File: src/rtl/memlog_dumper.sv
// rtl/memlog_dumper.sv - MEMLog readout: walks every log word and streams its bytes MSB first
//
// Purpose: once the capture log reports full, a start request reads log words
//   0 .. 2^BRAM_ADDR_WIDTH-1. Each word is split into bytes, most significant
//   byte first, and offered on a valid/ready byte stream. A done pulse closes
//   the dump. All outputs are registered.
// Ports:
//   clk                  in   rising-edge clock
//   i_rst                in   asynchronous active-low reset
//   i_start              in   dump request, honoured only while idle
//   i_mem_full           in   log full flag, checked only while idle
//   o_read_log           out  one-cycle pulse switching the log into read mode
//   o_addr_log_to_mem    out  log read address
//   i_data_log_from_mem  in   log read data, RD_LATENCY cycles after the address
//   o_tx_data            out  byte to the sink
//   o_tx_valid           out  o_tx_data valid
//   i_tx_ready           in   sink accepts the byte when high together with o_tx_valid
//   o_busy               out  high whenever a dump is in progress
//   o_done               out  one-cycle pulse after the last byte is accepted
//   o_err                out  one-cycle pulse when a start is rejected (log not full)
module memlog_dumper #(
   parameter int BRAM_ADDR_WIDTH = 15,
   parameter int BRAM_DATA_WIDTH = 16,
   parameter int RD_LATENCY      = 1
) (
   input  logic                       clk,
   input  logic                       i_rst,
   input  logic                       i_start,
   input  logic                       i_mem_full,
   output logic                       o_read_log,
   output logic [BRAM_ADDR_WIDTH-1:0] o_addr_log_to_mem,
   input  logic [BRAM_DATA_WIDTH-1:0] i_data_log_from_mem,
   output logic [7:0]                 o_tx_data,
   output logic                       o_tx_valid,
   input  logic                       i_tx_ready,
   output logic                       o_busy,
   output logic                       o_done,
   output logic                       o_err
);

   localparam int NBYTES = BRAM_DATA_WIDTH / 8;
   localparam int IDXW   = (NBYTES > 1) ? $clog2(NBYTES) : 1;
   localparam int LATW   = $clog2(RD_LATENCY + 1);

   localparam logic [BRAM_ADDR_WIDTH-1:0] LAST_ADDR = '1;
   localparam logic [IDXW-1:0]            TOP_IDX   = IDXW'(NBYTES - 1);
   localparam logic [LATW-1:0]            LAT_END   = LATW'(RD_LATENCY);

   typedef enum logic [2:0] {
      S_IDLE,
      S_ARM,
      S_FETCH,
      S_SEND,
      S_NEXT,
      S_DONE
   } state_t;

   state_t                     state;
   logic [LATW-1:0]            lat_cnt;
   logic [IDXW-1:0]            byte_idx;
   logic [BRAM_DATA_WIDTH-1:0] word_q;
   logic [IDXW-1:0]            nxt_idx;

   assign nxt_idx = byte_idx - 1'b1;

   always_ff @(posedge clk or negedge i_rst) begin
      if (!i_rst) begin
         state             <= S_IDLE;
         lat_cnt           <= '0;
         byte_idx          <= '0;
         word_q            <= '0;
         o_read_log        <= 1'b0;
         o_addr_log_to_mem <= '0;
         o_tx_data         <= '0;
         o_tx_valid        <= 1'b0;
         o_busy            <= 1'b0;
         o_done            <= 1'b0;
         o_err             <= 1'b0;
      end else begin
         // Pulse outputs default low; states raise them for one cycle.
         o_read_log <= 1'b0;
         o_done     <= 1'b0;
         o_err      <= 1'b0;
         case (state)
            S_IDLE: begin
               if (i_start && i_mem_full) begin
                  state      <= S_ARM;
                  o_read_log <= 1'b1;
                  o_busy     <= 1'b1;
               end else if (i_start) begin
                  o_err <= 1'b1;
               end
            end
            S_ARM: begin
               o_addr_log_to_mem <= '0;
               lat_cnt           <= '0;
               state             <= S_FETCH;
            end
            S_FETCH: begin
               // Address has been stable for RD_LATENCY cycles: data is valid now.
               if (lat_cnt == LAT_END) begin
                  word_q     <= i_data_log_from_mem;
                  o_tx_data  <= i_data_log_from_mem[BRAM_DATA_WIDTH-1 -: 8];
                  o_tx_valid <= 1'b1;
                  byte_idx   <= TOP_IDX;
                  state      <= S_SEND;
               end else begin
                  lat_cnt <= lat_cnt + 1'b1;
               end
            end
            S_SEND: begin
               // o_tx_valid is high for the whole of SEND, so ready alone marks a transfer.
               if (i_tx_ready) begin
                  if (byte_idx == '0) begin
                     o_tx_valid <= 1'b0;
                     state      <= S_NEXT;
                  end else begin
                     byte_idx  <= nxt_idx;
                     o_tx_data <= word_q[nxt_idx*8 +: 8];
                  end
               end
            end
            S_NEXT: begin
               if (o_addr_log_to_mem == LAST_ADDR) begin
                  o_done <= 1'b1;
                  state  <= S_DONE;
               end else begin
                  o_addr_log_to_mem <= o_addr_log_to_mem + 1'b1;
                  lat_cnt           <= '0;
                  state             <= S_FETCH;
               end
            end
            S_DONE: begin
               o_addr_log_to_mem <= '0;
               o_busy            <= 1'b0;
               state             <= S_IDLE;
            end
            default: begin
               state  <= S_IDLE;
               o_busy <= 1'b0;
            end
         endcase
      end
   end

endmodule

File: config.mk
export PLATFORM = sky130hd
export DESIGN_NAME = memlog_dumper
export DESIGN_NICKNAME = d
export VERILOG_FILES = /design/src/rtl/memlog_dumper.sv
export SDC_FILE = /design/constraint.sdc
export NUM_CORES = 1
export LEC_CHECK = 0
export ABC_AREA = 0
export BUFFER_PORTS_ARGS = -buffer_cell sky130_fd_sc_hd__buf_2
export CAP_MARGIN = 20
export CORE_AREA = 2 2 51 100
export CTS_CLUSTER_DIAMETER = 100
export DETAILED_ROUTE_END_ITERATION = 8
export DIE_AREA = 0 0 53 102
export GPL_TIMING_DRIVEN = 0
export PLACE_DENSITY_LB_ADDON = 0.08
export SYNTH_ARGS = -nofsm -noshare
export SYNTH_HDL_FRONTEND = slang
export SYNTH_SLANG_ARGS = --single-unit
File: constraint.sdc
create_clock -name clk -period 2.2 [get_ports clk]
set_clock_uncertainty 0.1 [all_clocks]
set_input_delay 0.11 -clock clk [delete_from_list [all_inputs] [get_ports clk]]
set_output_delay 0.11 -clock clk [all_outputs]
set_load 0.05 [all_outputs]
## After elaboration in Yosys (flattened, before gate mapping)

Index checks and enable logic that the tools add are counted.

- Word-level logic and storage cells: 74
- Register bits: 49
- Output and inout bits: 28

- Shift operators: 1
- Reduce and logical (&&, ||, !) cells: 15
- Multiplexer cells: 31
- Eq/ne operators: 12
- Add/sub/neg operators: 3
- Bitwise logic cells: 1

Operator list:

| cell | count |
|---|---|
| one-hot mux 15 bit (2 select lines) | 1 |
| 2-to-1 mux 8 bit | 3 |
| one-hot mux 8 bit (2 select lines) | 1 |
| variable part select 16 x 5 -> 8 bit | 1 |
| adder 15 x 1 -> 15 bit, second input constant | 1 |
| == test 15 bit, second input constant | 1 |
| 2-to-1 mux 1 bit | 15 |
| 2-to-1 mux 15 bit | 1 |
| 2-to-1 mux 3 bit | 5 |
| one-hot mux 3 bit (5 select lines) | 1 |
| inequality test 2 bit, second input constant | 6 |
| AND reduction 4 bit | 3 |
| AND reduction 2 bit | 4 |
| == test 3 x 2 -> 1 bit, second input constant | 2 |
| == test 3 bit, second input constant | 2 |
| one-hot mux 1 bit (2 select lines) | 3 |
| nonzero test 2 bit | 2 |
| OR reduction 4 bit | 1 |
| == test 3 x 1 -> 1 bit, second input constant | 1 |
| logical NOT 3 bit | 1 |
| one-hot mux 1 bit (3 select lines) | 1 |
| AND reduction 3 bit | 1 |
| nonzero test 3 bit | 1 |
| OR reduction 2 bit | 1 |
| 4 further kinds | 4 |

## Depth between registers and ports, before layout

- Depth after elaboration: 5
- Mapped depth: 6

## Least setup slack after synthesis

OpenSTA, ideal clock, no wires.

- Kind: flip-flop to flip-flop
- From: register o_addr_log_to_mem[0]
- To: register o_addr_log_to_mem[12]
- Path slack: 79 ps
- Arrival: 1,900 ps
- Cell stages (with the launch flop): 6
- Path buffers: 0
- Data required time: 1,980 ps
- Clock period less this slack: 2,121 ps
- Cell sequence: dfrtp_1 > ha_1 > and2_1 > nand4_2 > or4_1 > o211a_1

- Cells in the longest elaborated chain, start to end: 3
- Elaborated cells between the ends (all ways): 6

Ends and longest elaborated chain:

| element | line | source |
|---|---|---|
| from (decl) | 31 | `output logic [BRAM_ADDR_WIDTH-1:0] o_addr_log_to_mem,` |
| from (signal assigned) | 128 | `o_addr_log_to_mem <= o_addr_log_to_mem + 1'b1;` |
| adder 15 x 1 -> 15 bit or == test 15 bit (tied branches) | 128, 124 |  |
| 2-to-1 mux 15 bit or inequality test 2 bit (tied branches) | - |  |
| one-hot mux 15 bit (2 select lines) or AND reduction 2 bit (tied branches) | - |  |

Parallel ways exist; a longest one is shown, timed or not. The select of a mux whose other input is x is not followed.
A chain may end at the register's enable or synchronous reset.

## Worst setup path in the final report

- From: register state[2]
- To: register word_q[7]

- Cells in the longest elaborated chain, start to end: 2

Ends and longest elaborated chain:

| element | line | source |
|---|---|---|
| from (decl) | 58 | `state_t state;` |
| from (signal assigned) | 68 | `state <= S_IDLE;` |
| from (signal assigned) | 87 | `state <= S_ARM;` |
| from (signal assigned) | 97 | `state <= S_FETCH;` |
| == test 3 x 2 -> 1 bit | 84 | `case (state)` |
| AND reduction 2 bit (no source line) | - |  |
| to (signal assigned) | 102 | `word_q <= i_data_log_from_mem;` |
| to (decl) | 61 | `logic [BRAM_DATA_WIDTH-1:0] word_q;` |

Every way passes these cells.

==> impl_metrics.ini <==
[power_and_ir_drop]
switching_share_pct = 42.63
p_int_mw = 2.051
power.net_switching_mw = 1.524
ir_drop_mv = 1.076
power.share.clock_pct = 13.7
seqPwrFrac_pct = 39.0
total_power_mw = 3.575
leakagePower_nw = 1.400
power_frac_comb_pct = 47.3
p_per_area_nw_per_um2 = 1199

[synth]
synth_edf_count = 0
synthTopCellsByArea = dfrtp_1, mux2_2, mux2i_1
netlist_area_sq_um = 2399
syn_avg_cell_area_sq_um = 10.52
yosysSeqAreaShare_pct = 51.12
syn_inst = 228
synthFlopType = dfrtp_1
synth_cell_types = 45
synth.top_cell.area_share_pct = 51.12
yosys.area.top_type = dfrtp_1
synth-warning-count = 0
async_reset_ff_share_pct = 100.0
ys_ff_latch = 49
syn-num-nets = 250

[floorplanning]
top_level_ports = 49
floorplan.initialDensity_pct = 52.16
placeableCoreArea_sq_um = 4598
die_w_um = 53
dieArea_sq_um = 5406
fp.dieH_um = 102
rows = 35

[cts]
htreeDepth = 2
clock_latency_ns = 0.29
cts.clk_slew.worst_paths_ns = 0.08
cts_resized = 0
numCtsBuffers = 5
cts_tree = done
cts_root_buffer = clkbuf_8
clockBufferDepth = 2
cts.sinks = 49
cts_setup_buffers = 0

[cells_and_area]
n_antenna_cell = 0
area_delta_synth_final_pct = 24.31
regArea_sq_um = 1226
drive_gt1_share_pct = 28.24
multi_input_area_sq_um = 1104
final_common_cell = buf_2
mostFrequentLayoutCells = buf_2, dfrtp_1, nand2_1, a21oi_1, dlygate4sd3_1
fillers = 421
nets = 324

[timing]
hold_violations = 0
maxSlewViolCount = 0
finalSetupViolCount = 0
worstMarginPinSlew_ns = 0.8137
tns_ns = 0
period_share_pct = 92.61
max-slew-margin-rel_pct = 44.35
max_freq_mhz = 490.8
fin_crit_ns = 2.037
rsz0062_at_grt = no

[drt]
wirelength_um = 5791
postRouteAntennaNets = 0
drtIter0Drc = 16
drtPass1Iterations = 4
num_vias = 2047
drc = 0
wl_per_cell_um = 16.27
avgViaCountPerCell = 5.750

[run_status]
status = finished clean

[place]
gp_congestion = 0.7883
port_buffers = 48
dpl.hpwl_um = 4142

[grt]
grt_pass1_vias = 2085
grtUsageTotal_pct = 24.11
grt-ovfl-total = 0
grt_max_degree = 50
grt_pass1_wl_um = 9591
grt_antenna_before_repair = 0

[worst_setup_path]
crit_type = register to register
worstSetupStartpointType = register
cp_data_required_time_ns = 2.28
arrival_ns = 2.11
end_kind = register
crit_fanout = 10

[min_path]
hold_path_class = primary input to register

[job]
maxCapViolCount = 0
==> cell type report <==
| type | count | share of cell area, % |
|---|---|---|
| flip-flops and latches | 49 | 41.12 |
| plain buffers | 11 | 1.930 |
| clock inverters | 1 | 0.1679 |
| clock buffers | 5 | 2.308 |
| well taps | 55 | 2.308 |
| repair buffers | 67 | 14.77 |
| multi-input cells | 165 | 37.01 |
| inverters | 3 | 0.3777 |
==> cell families (layout without fill, tap and decap cells) <==
logic type | after synthesis | in the layout | share of synthesized area, %
buffers and inverters | 14 | 87 | 2.869
flip-flops | 49 | 49 | 51.12
multiplexers | 27 | 27 | 12.10
AND/OR/NAND/NOR | 80 | 80 | 18.47
AO/OA/AOI/OAI | 56 | 56 | 14.55
adder cells (fa/ha/maj) | 1 | 1 | 0.5216
XOR/XNOR | 1 | 1 | 0.3652
==> flip-flops by register name (all words and copies together), names as in the netlist <==
register and cells:
byte_idx 1, lat_cnt 1, o_addr_log_to_mem 15, o_busy 1, o_done 1, o_err 1
o_read_log 1, o_tx_data 8, o_tx_valid 1, state 3, word_q 16
==> path summary, 6_finish.rpt <==
| path | from | endpoint | slack, ns | cells after the start |
|---|---|---|---|---|
| min in group asynchronous | i_rst | o_done | 0.18 | 2 |
| setup / recovery | state[2] | word_q[7] | 0.16 | 5 |
| max in group asynchronous | i_rst | word_q[12] | 1.29 | 3 |
| setup reg to reg | state[2] | word_q[7] | 0.16 | 5 |
| hold reg to reg | o_tx_data[3] | o_tx_data[3] | 0.39 | 2 |
| hold / removal | i_tx_ready | state[2] | 0.03 | 3 |
==> cells in the mapped netlist, types with 4 or more instances <==
cell type  number
buf_2           4
a21oi_1        18
nand3_1         6
o21ai_0        15
nand2_1        26
nand2b_1        4
nor2_1         16
mux2_2         16
o31ai_1         4
or4_1           4
mux2i_1        11
dfrtp_1        49
nor3_1          5
==> per-layer routing <==
metal,track usage [%],vias up,part of all wire [%]
met5,0,-,0
met4,12.03,0,2.9
met3,3.655,15,3.5
met2,43.94,57,57
met1,25.84,995,36
li1,-,980,-
==> critical path, stage by stage (launching register included) <==
cell	delay (ns)
dfrtp_1	0.39
nor2b_1	0.36
and3_1	0.22
buf_2	0.21
buf_2	0.29
mux2_2	0.36
==> power groups by stage <==
stage	clock network, mW	logic [mW]	registers [mW]
floorplan	0	0.963	1.70
global placement	0	1.65	1.40
detailed placement	0	1.68	1.41
CTS	0.510	1.70	1.39
global route	0.543	1.86	1.43
finish	0.490	1.69	1.39
==> metrics by stage <==
step	utilization [%]	setup slack, ns	std cells	hold slack, ns	instance area (sq um)
3_5_place_dp	58.88	0.1676	331	0.2019	2708
4_1_cts	64.41	0.1389	355	0.02249	2962
3_3_place_gp	58.88	0.1599	331	0.2030	2708
2_1_floorplan	-	0.07930	228	-0.2856	2399
6_report	64.84	0.1625	356	0.02942	2982
5_1_grt	64.84	0.01133	356	0.05563	2982
==> what timing repair did <==
item,CTS,global route
hold buffers,18,0
endpoints found under the hold margin,67,0
endpoints found under the setup margin,0,1
(Power assumes the default switching activity.)
